===== config.mk =====
export PLATFORM = sky130hd
export DESIGN_NAME = imem_loader
export DESIGN_NICKNAME = d
export VERILOG_FILES = /design/src/rtl/imem_loader.sv
export SDC_FILE = /design/constraint.sdc
export NUM_CORES = 1
export LEC_CHECK = 0
export BUFFER_PORTS_ARGS = -buffer_cell sky130_fd_sc_hd__buf_2
export CORE_UTILIZATION = 45
export CTS_BUF_LIST = sky130_fd_sc_hd__clkbuf_8
export CTS_CLUSTER_SIZE = 24
export DETAILED_ROUTE_END_ITERATION = 10
export GPL_TIMING_DRIVEN = 0
export PLACE_DENSITY_LB_ADDON = 0.05
export SLEW_MARGIN = 20
export SYNTH_ARGS = -nofsm -noshare
export SYNTH_HDL_FRONTEND = slang
export SYNTH_SLANG_ARGS = --single-unit

===== constraint.sdc =====
create_clock -name clk -period 2.8 [get_ports clk]
set_input_delay 0.14 -clock clk [delete_from_list [all_inputs] [get_ports clk]]
set_output_delay 0.14 -clock clk [all_outputs]
set_load 0.05 [all_outputs]

===== src/rtl/imem_loader.sv =====
// Byte-stream instruction-memory loader: parses a length-prefixed, XOR-checksummed
// stream of little-endian 32-bit words, writes them to imem and releases the core.
module imem_loader #(
    parameter int DEPTH = 64,
    parameter int AW    = 6
) (
    input  logic          clk,
    input  logic          reset,
    input  logic          rx_valid,
    input  logic [7:0]    rx_data,
    output logic          rx_ready,
    input  logic          reload,
    output logic          imem_we,
    output logic [AW-1:0] imem_addr,
    output logic [31:0]   imem_wdata,
    output logic          core_reset,
    output logic          done,
    output logic          error
);

    typedef enum logic [2:0] {
        LEN0 = 3'd0,
        LEN1 = 3'd1,
        DATA = 3'd2,
        CSUM = 3'd3,
        RUN  = 3'd4,
        ERR  = 3'd5
    } state_t;

    localparam logic [16:0] DEPTH_W = 17'(DEPTH);

    state_t        state_r;
    logic [7:0]    len_lo_r;
    logic [AW-1:0] last_idx_r;
    logic [AW-1:0] word_idx_r;
    logic [1:0]    byte_cnt_r;
    logic [7:0]    xor_r;
    logic [23:0]   word_buf_r;

    logic          accept_s;
    logic [15:0]   len_s;
    logic          len_bad_s;
    logic [AW-1:0] last_idx_s;
    logic          last_word_s;

    function automatic logic [7:0] xor_fold(input logic [7:0] acc, input logic [7:0] b);
        return acc ^ b;
    endfunction

    // Handshake and length decode for the byte currently on rx_data.
    always_comb begin
        accept_s    = rx_valid && rx_ready;
        len_s       = {rx_data, len_lo_r};
        len_bad_s   = (len_s == 16'd0) || ({1'b0, len_s} > DEPTH_W);
        last_idx_s  = AW'(len_s - 16'd1);
        last_word_s = (word_idx_r == last_idx_r);
    end

    // Loader FSM; every output is registered and set together with the state it belongs to.
    always_ff @(posedge clk or posedge reset) begin
        if (reset) begin
            state_r    <= LEN0;
            len_lo_r   <= 8'h00;
            last_idx_r <= '0;
            word_idx_r <= '0;
            byte_cnt_r <= 2'd0;
            xor_r      <= 8'h00;
            word_buf_r <= 24'h000000;
            imem_we    <= 1'b0;
            imem_addr  <= '0;
            imem_wdata <= 32'h0000_0000;
            rx_ready   <= 1'b1;
            core_reset <= 1'b1;
            done       <= 1'b0;
            error      <= 1'b0;
        end else begin
            imem_we <= 1'b0;
            case (state_r)
                LEN0: begin
                    if (accept_s) begin
                        len_lo_r <= rx_data;
                        state_r  <= LEN1;
                    end
                end
                LEN1: begin
                    if (accept_s) begin
                        last_idx_r <= last_idx_s;
                        if (len_bad_s) begin
                            state_r  <= ERR;
                            error    <= 1'b1;
                            rx_ready <= 1'b0;
                        end else begin
                            state_r <= DATA;
                        end
                    end
                end
                DATA: begin
                    if (accept_s) begin
                        xor_r      <= xor_fold(xor_r, rx_data);
                        byte_cnt_r <= byte_cnt_r + 2'd1;
                        case (byte_cnt_r)
                            2'd0: word_buf_r[7:0]   <= rx_data;
                            2'd1: word_buf_r[15:8]  <= rx_data;
                            2'd2: word_buf_r[23:16] <= rx_data;
                            2'd3: begin
                                imem_we    <= 1'b1;
                                imem_addr  <= word_idx_r;
                                imem_wdata <= {rx_data, word_buf_r};
                                // Holding the index on the last word keeps N==DEPTH from wrapping.
                                if (last_word_s) begin
                                    state_r <= CSUM;
                                end else begin
                                    word_idx_r <= word_idx_r + {{(AW-1){1'b0}}, 1'b1};
                                end
                            end
                            default: word_buf_r <= word_buf_r;
                        endcase
                    end
                end
                CSUM: begin
                    if (accept_s) begin
                        rx_ready <= 1'b0;
                        if (rx_data == xor_r) begin
                            state_r    <= RUN;
                            core_reset <= 1'b0;
                            done       <= 1'b1;
                        end else begin
                            state_r <= ERR;
                            error   <= 1'b1;
                        end
                    end
                end
                RUN, ERR: begin
                    if (reload) begin
                        state_r    <= LEN0;
                        word_idx_r <= '0;
                        byte_cnt_r <= 2'd0;
                        xor_r      <= 8'h00;
                        rx_ready   <= 1'b1;
                        core_reset <= 1'b1;
                        done       <= 1'b0;
                        error      <= 1'b0;
                    end
                end
                default: begin
                    state_r    <= LEN0;
                    word_idx_r <= '0;
                    byte_cnt_r <= 2'd0;
                    xor_r      <= 8'h00;
                    rx_ready   <= 1'b1;
                    core_reset <= 1'b1;
                    done       <= 1'b0;
                    error      <= 1'b0;
                end
            endcase
        end
    end

endmodule

# Word level (Yosys, flattened, before mapping)
# Cells that the tools add are included.
# classes
addsub	3
mul	0
div	0
magnitude_cmp	1
n_eq_ne	21
shifts	0
muxes	41
bitwise_logic	4
reduce_logical	21
# ops
op	count
3-bit 2-to-1 mux	8
6-bit 2-to-1 mux	4
8-bit one-hot mux with 3 select lines	1
2-bit inequality test, second input constant	11
6-bit one-hot mux with 3 select lines	1
1-bit 2-to-1 mux	17
16-bit by 7-bit greater-than comparator with 1-bit output, second input constant	1
16-bit logical NOT	1
8-bit 2-to-1 mux	2
3-bit one-hot mux with 5 select lines	1
3-bit AND reduction	5
5-bit AND reduction	2
8-bit == test	1
1-bit one-hot mux with 4 select lines	2
8-bit bitwise XOR	1
7-bit AND reduction	1
6-bit by 1-bit adder with 6-bit output, second input constant	1
3-bit by 2-bit == test with 1-bit output, second input constant	2
3-bit == test, second input constant	2
6-bit == test	1
1-bit one-hot mux with 3 select lines	2
2-bit one-hot mux with 3 select lines	1
6-bit AND reduction	1
3-bit OR reduction	2
14 further kinds	20
# totals
reg_bits	100
latchBits	0
ram_bits	0
mem_bits_ro	0
in_bits	12
output_inout_bits	43
n_memories	0

# Depth between registers and ports, before layout
# depth
word_depth	5
mapped_depth	7
ltp_nobuf	7

# Worst setup path before layout
# No wires, ideal clock.
# synth_path
path_type	reg2reg
startpoint	reg rx_ready
endpoint	reg imem_wdata[25]
setup_ns	0.125
arrival_time_ns	1.849
required_time_ns	2.675
setup_slack_ns	0.827
stages_incl_launch_ff	6
n_path_buf	1
synth_period_minus_slack_ns	1.973
cell_sequence	dfstp_2 -> and2_1 -> nand2_1 -> nor2_1 -> buf_2 -> mux2_2
# synth_between
elab_chain_len	2
# synth_rtl
element	line_no	rtl
start, declared	11	output logic rx_ready,
start signal, assigned	72	rx_ready <= 1'b1;
start signal, assigned	91	rx_ready <= 1'b0;
start signal, assigned	122	rx_ready <= 1'b0;
1-bit logical AND	52	accept_s = rx_valid && rx_ready;
3-bit AND reduction (no line)	--	
end signal, assigned	108	imem_wdata <= {rx_data, word_buf_r};
end, declared	15	output logic [31:0] imem_wdata,
# Every way passes these cells.
# A chain may end at the register's enable or synchronous reset.

# Worst setup path after layout
# layout_path
startpoint	reg state_r[0]
endpoint	reg imem_wdata[28]
# layout_between
elab_chain_len	2
# layout_rtl
element	line_no	rtl
start, declared	32	state_t state_r;
start signal, assigned	62	state_r <= LEN0;
start signal, assigned	82	state_r <= LEN1;
start signal, assigned	89	state_r <= ERR;
3-bit by 2-bit == test with 1-bit output	78	case (state_r)
3-bit AND reduction (no line)	--	
# Every way passes these cells.

==> results.toml <==
[setup_path]
r2r_cells = 5
path_class = "reg -> reg"
r2r-end = "imem_wdata[28]$_DFFE_PP0P_"
crit_arrival_ns = 2.67
reg2reg_from = "state_r[0]$_DFFE_PP0P_"
r2r_slack_ns = 0.37
cp.required_ns = 3.04
worstSetupEndpointType = "flop"
cp-start-kind = "flop"
critical_path_peak_fanout = 10

[routing]
drcViolationCount = 0
drt-total-wl_um = 8899
drt_iter0_drc = 84
wire_per_inst_um = 15.92
post_drt_via_cell_ratio = 5.283
drt-pass1-iter-count = 5
ant_nets = 0
via_count = 2953

[cells_and_area]
nets = 445
design_area_sq_um = 5075
fillers = 841
seq_area_sq_um = 2505
n_antenna_cell = 0
syn_to_final_growth_pct = 15.95
drive_gt1_share_pct = 35.12
multi_input_comb_area_sq_um = 1782
post-route-util_pct = 54.41

[synthesis]
synth-edff-count = 0
synth_ff_type = "dfrtp_1"
yosys-top-cells-count = "98 x dfrtp_1, 68 x mux2_2, 37 x o21ai_0, 27 x nand2_1, 18 x nor2_1"
ys_warn_count = 0
synth_area_sq_um = 4377
async_flop_share_pct = 100.0
syn_avg_cell_area_sq_um = 12.16
postSynthCellCount = 360
synth.area.top_cells = "dfrtp_1 56%, mux2_2 17%, o21ai_0 4.2%, nand2_1 2.3%, ha_1 2.0%"
synth_top_cell_area_share_pct = 56.03
yosysUniqueCellTypes = 39
synth_top_area_cell = "dfrtp_1"
ys_seq_elements = 100
synth_fp_nets = 379
synth_most_common_cell = "dfrtp_1"
yosysSeqAreaShare_pct = 57.23

[power_and_ir_drop]
powerDensity_nw_per_um2 = 655.8
peakVddDrop_mv = 0.3254
pwr-share-seq_pct = 51.1
power.internal_uw = 2360
p_switching_uw = 967.9
p_sw_share_pct = 29.08
clkPwrFrac_pct = 30.7
power_frac_comb_pct = 18.1
leakage_uw = 0.002592

[clock_network]
cts.sinks = 100
cts_tree = "built"
clockBufferDepth = 2
cts-root-buf = "clkbuf_8"
cts-buffers-inserted = 9
clk_latency_ns = 0.35
clk_pin_slew_ns = 0.09
cts_setup_buffers = 0
htreeDepth = 3

[min_path]
hold_path_class = "in -> reg"
min_to = "state_r[2]$_DFFE_PP0P_"
min_from = "reload"
hold_depth = 4

[timing]
hold_viol = 0
fin_crit_ns = 2.428
rsz0062_at_grt = "no"
period_share_pct = 86.73
finalSetupTns_ns = 0
fmaxAchievable_ghz = 0.4118
hold_ws_ns = 0.1105
worst_slew_pin_slew_ns = 0.9952
slew-limit-headroom_pct = 33.10
clock_skew_ns = 0.01051
setup_violations = 0
slew_viol_final = 0

[global_route]
grt_usage_pct = 19.70
grt_max_degree = 72
antenna_found_initial = 0
overflow = 0
grt_pass1_wl_um = 15210
first_global_vias = 2894

[floorplan]
die_h_um = 100.6
dieArea_sq_um = 10120
std_cell_rows = 35
ios = 55
core_area_sq_um = 9328
die_x_um = 100.6
initial_core_util_pct = 46.92

[placement]
place_hpwl_um = 6161
place_congestion = 0.9132
placed_cell_area_sq_um = 4836
place.port_buffers = 53

[flow_run]
max_cap_violations = 0

[run_status]
status = "completed"
layout by cell type (no fill, tap or decap), drive strengths merged, types with 6 or more instances in the layout:
cell	n
nand2	27
dfrtp	98
xor2	7
clkbuf	15
ha	7
inv	12
nand3	6
nand2b	12
mux2	68
o21ai	38
buf	61
or3	6
nor2	18
logic make-up (layout without fill, tap and decap cells):
group | count (synthesis) | count (layout) | share of synthesized area, %
AOI/OAI and AO/OA | 56 | 56 | 7.433
DFF | 100 | 100 | 57.23
muxes | 68 | 68 | 17.50
adders and majority gates | 7 | 7 | 2.001
xor gates and xnor gates | 10 | 10 | 2.001
buffers and inverters | 23 | 93 | 2.172
and+or+nand+nor | 96 | 96 | 11.66
power by group through the flow:
| stage | registers [uW] | clock network, uW | logic (uW) |
|---|---|---|---|
| 2_1_floorplan | 1750 | 0 | 413 |
| 3_3_place_gp | 1730 | 0 | 591 |
| 3_5_place_dp | 1730 | 0 | 604 |
| 4_1_cts | 1700 | 1050 | 610 |
| 5_1_grt | 1720 | 1110 | 694 |
| 6_report | 1700 | 1020 | 603 |
registers in the layout, indices dropped and copies added, names as in the netlist:
signal      count
byte_cnt_r      2
core_reset      1
done            1
error           1
imem_addr       6
imem_wdata     32
imem_we         1
last_idx_r      6
len_lo_r        8
rx_ready        1
state_r         3
word_buf_r     24
word_idx_r      6
xor_r           8
final cells by class:
type | instances | area share (%)
clock buffer | 11 | 2.983
sequential | 100 | 49.36
timing repair buffer | 55 | 5.966
inverter | 12 | 0.9862
multi-input combinational | 237 | 35.11
clock inverter | 4 | 1.430
buffer | 11 | 0.9862
tap | 129 | 3.180
routing by layer:
metal / vias to the layer above / wire length [um] / track usage, %
li1: 1400 / - / -
met1: 1485 / 4340 / 27.71
met2: 59 / 4168 / 31.40
met3: 9 / 310 / 3.814
met4: 0 / 79 / 5.128
met5: - / 0 / 0
how the worst max path moves through the flow:
stage	start	end	slack, ns	cells past startpoint
after detailed placement	state_r[0]$_DFFE_PP0P_	imem_wdata[28]$_DFFE_PP0P_	0.09	5
after floorplan	reset	byte_cnt_r[0]$_DFFE_PP0P_	0.04	1
after global placement	reset	imem_wdata[28]$_DFFE_PP0P_	-1.15	2
final	state_r[0]$_DFFE_PP0P_	imem_wdata[28]$_DFFE_PP0P_	0.37	5
after CTS	state_r[0]$_DFFE_PP0P_	imem_wdata[28]$_DFFE_PP0P_	0.09	5
after global routing	state_r[0]$_DFFE_PP0P_	imem_wdata[29]$_DFFE_PP0P_	0.19	5
worst max-delay path, cell delays in order (launching register included):
cell and delay (ns):
dfrtp_1 0.47, nor3b_2 0.35, nand2_1 0.30, nor2_1 0.45, buf_2 0.38, mux2_2 0.37
per-stage QoR:
step	std cells	power, uW	worst slack, ns
final	559	3328	0.3715
after global routing	559	3523	0.1873
after CTS	559	3365	0.09440
after detailed placement	543	2335	0.08967
after global placement	542	2317	-1.146
after floorplan	360	2160	0.04453
what timing repair did:
action                                  CTS  global route
endpoints found under the hold margin    27             0
endpoints found under the setup margin    0            30
hold buffers                              1             0
resized for setup                         0             1
Power figures use the tool's default switching activity.
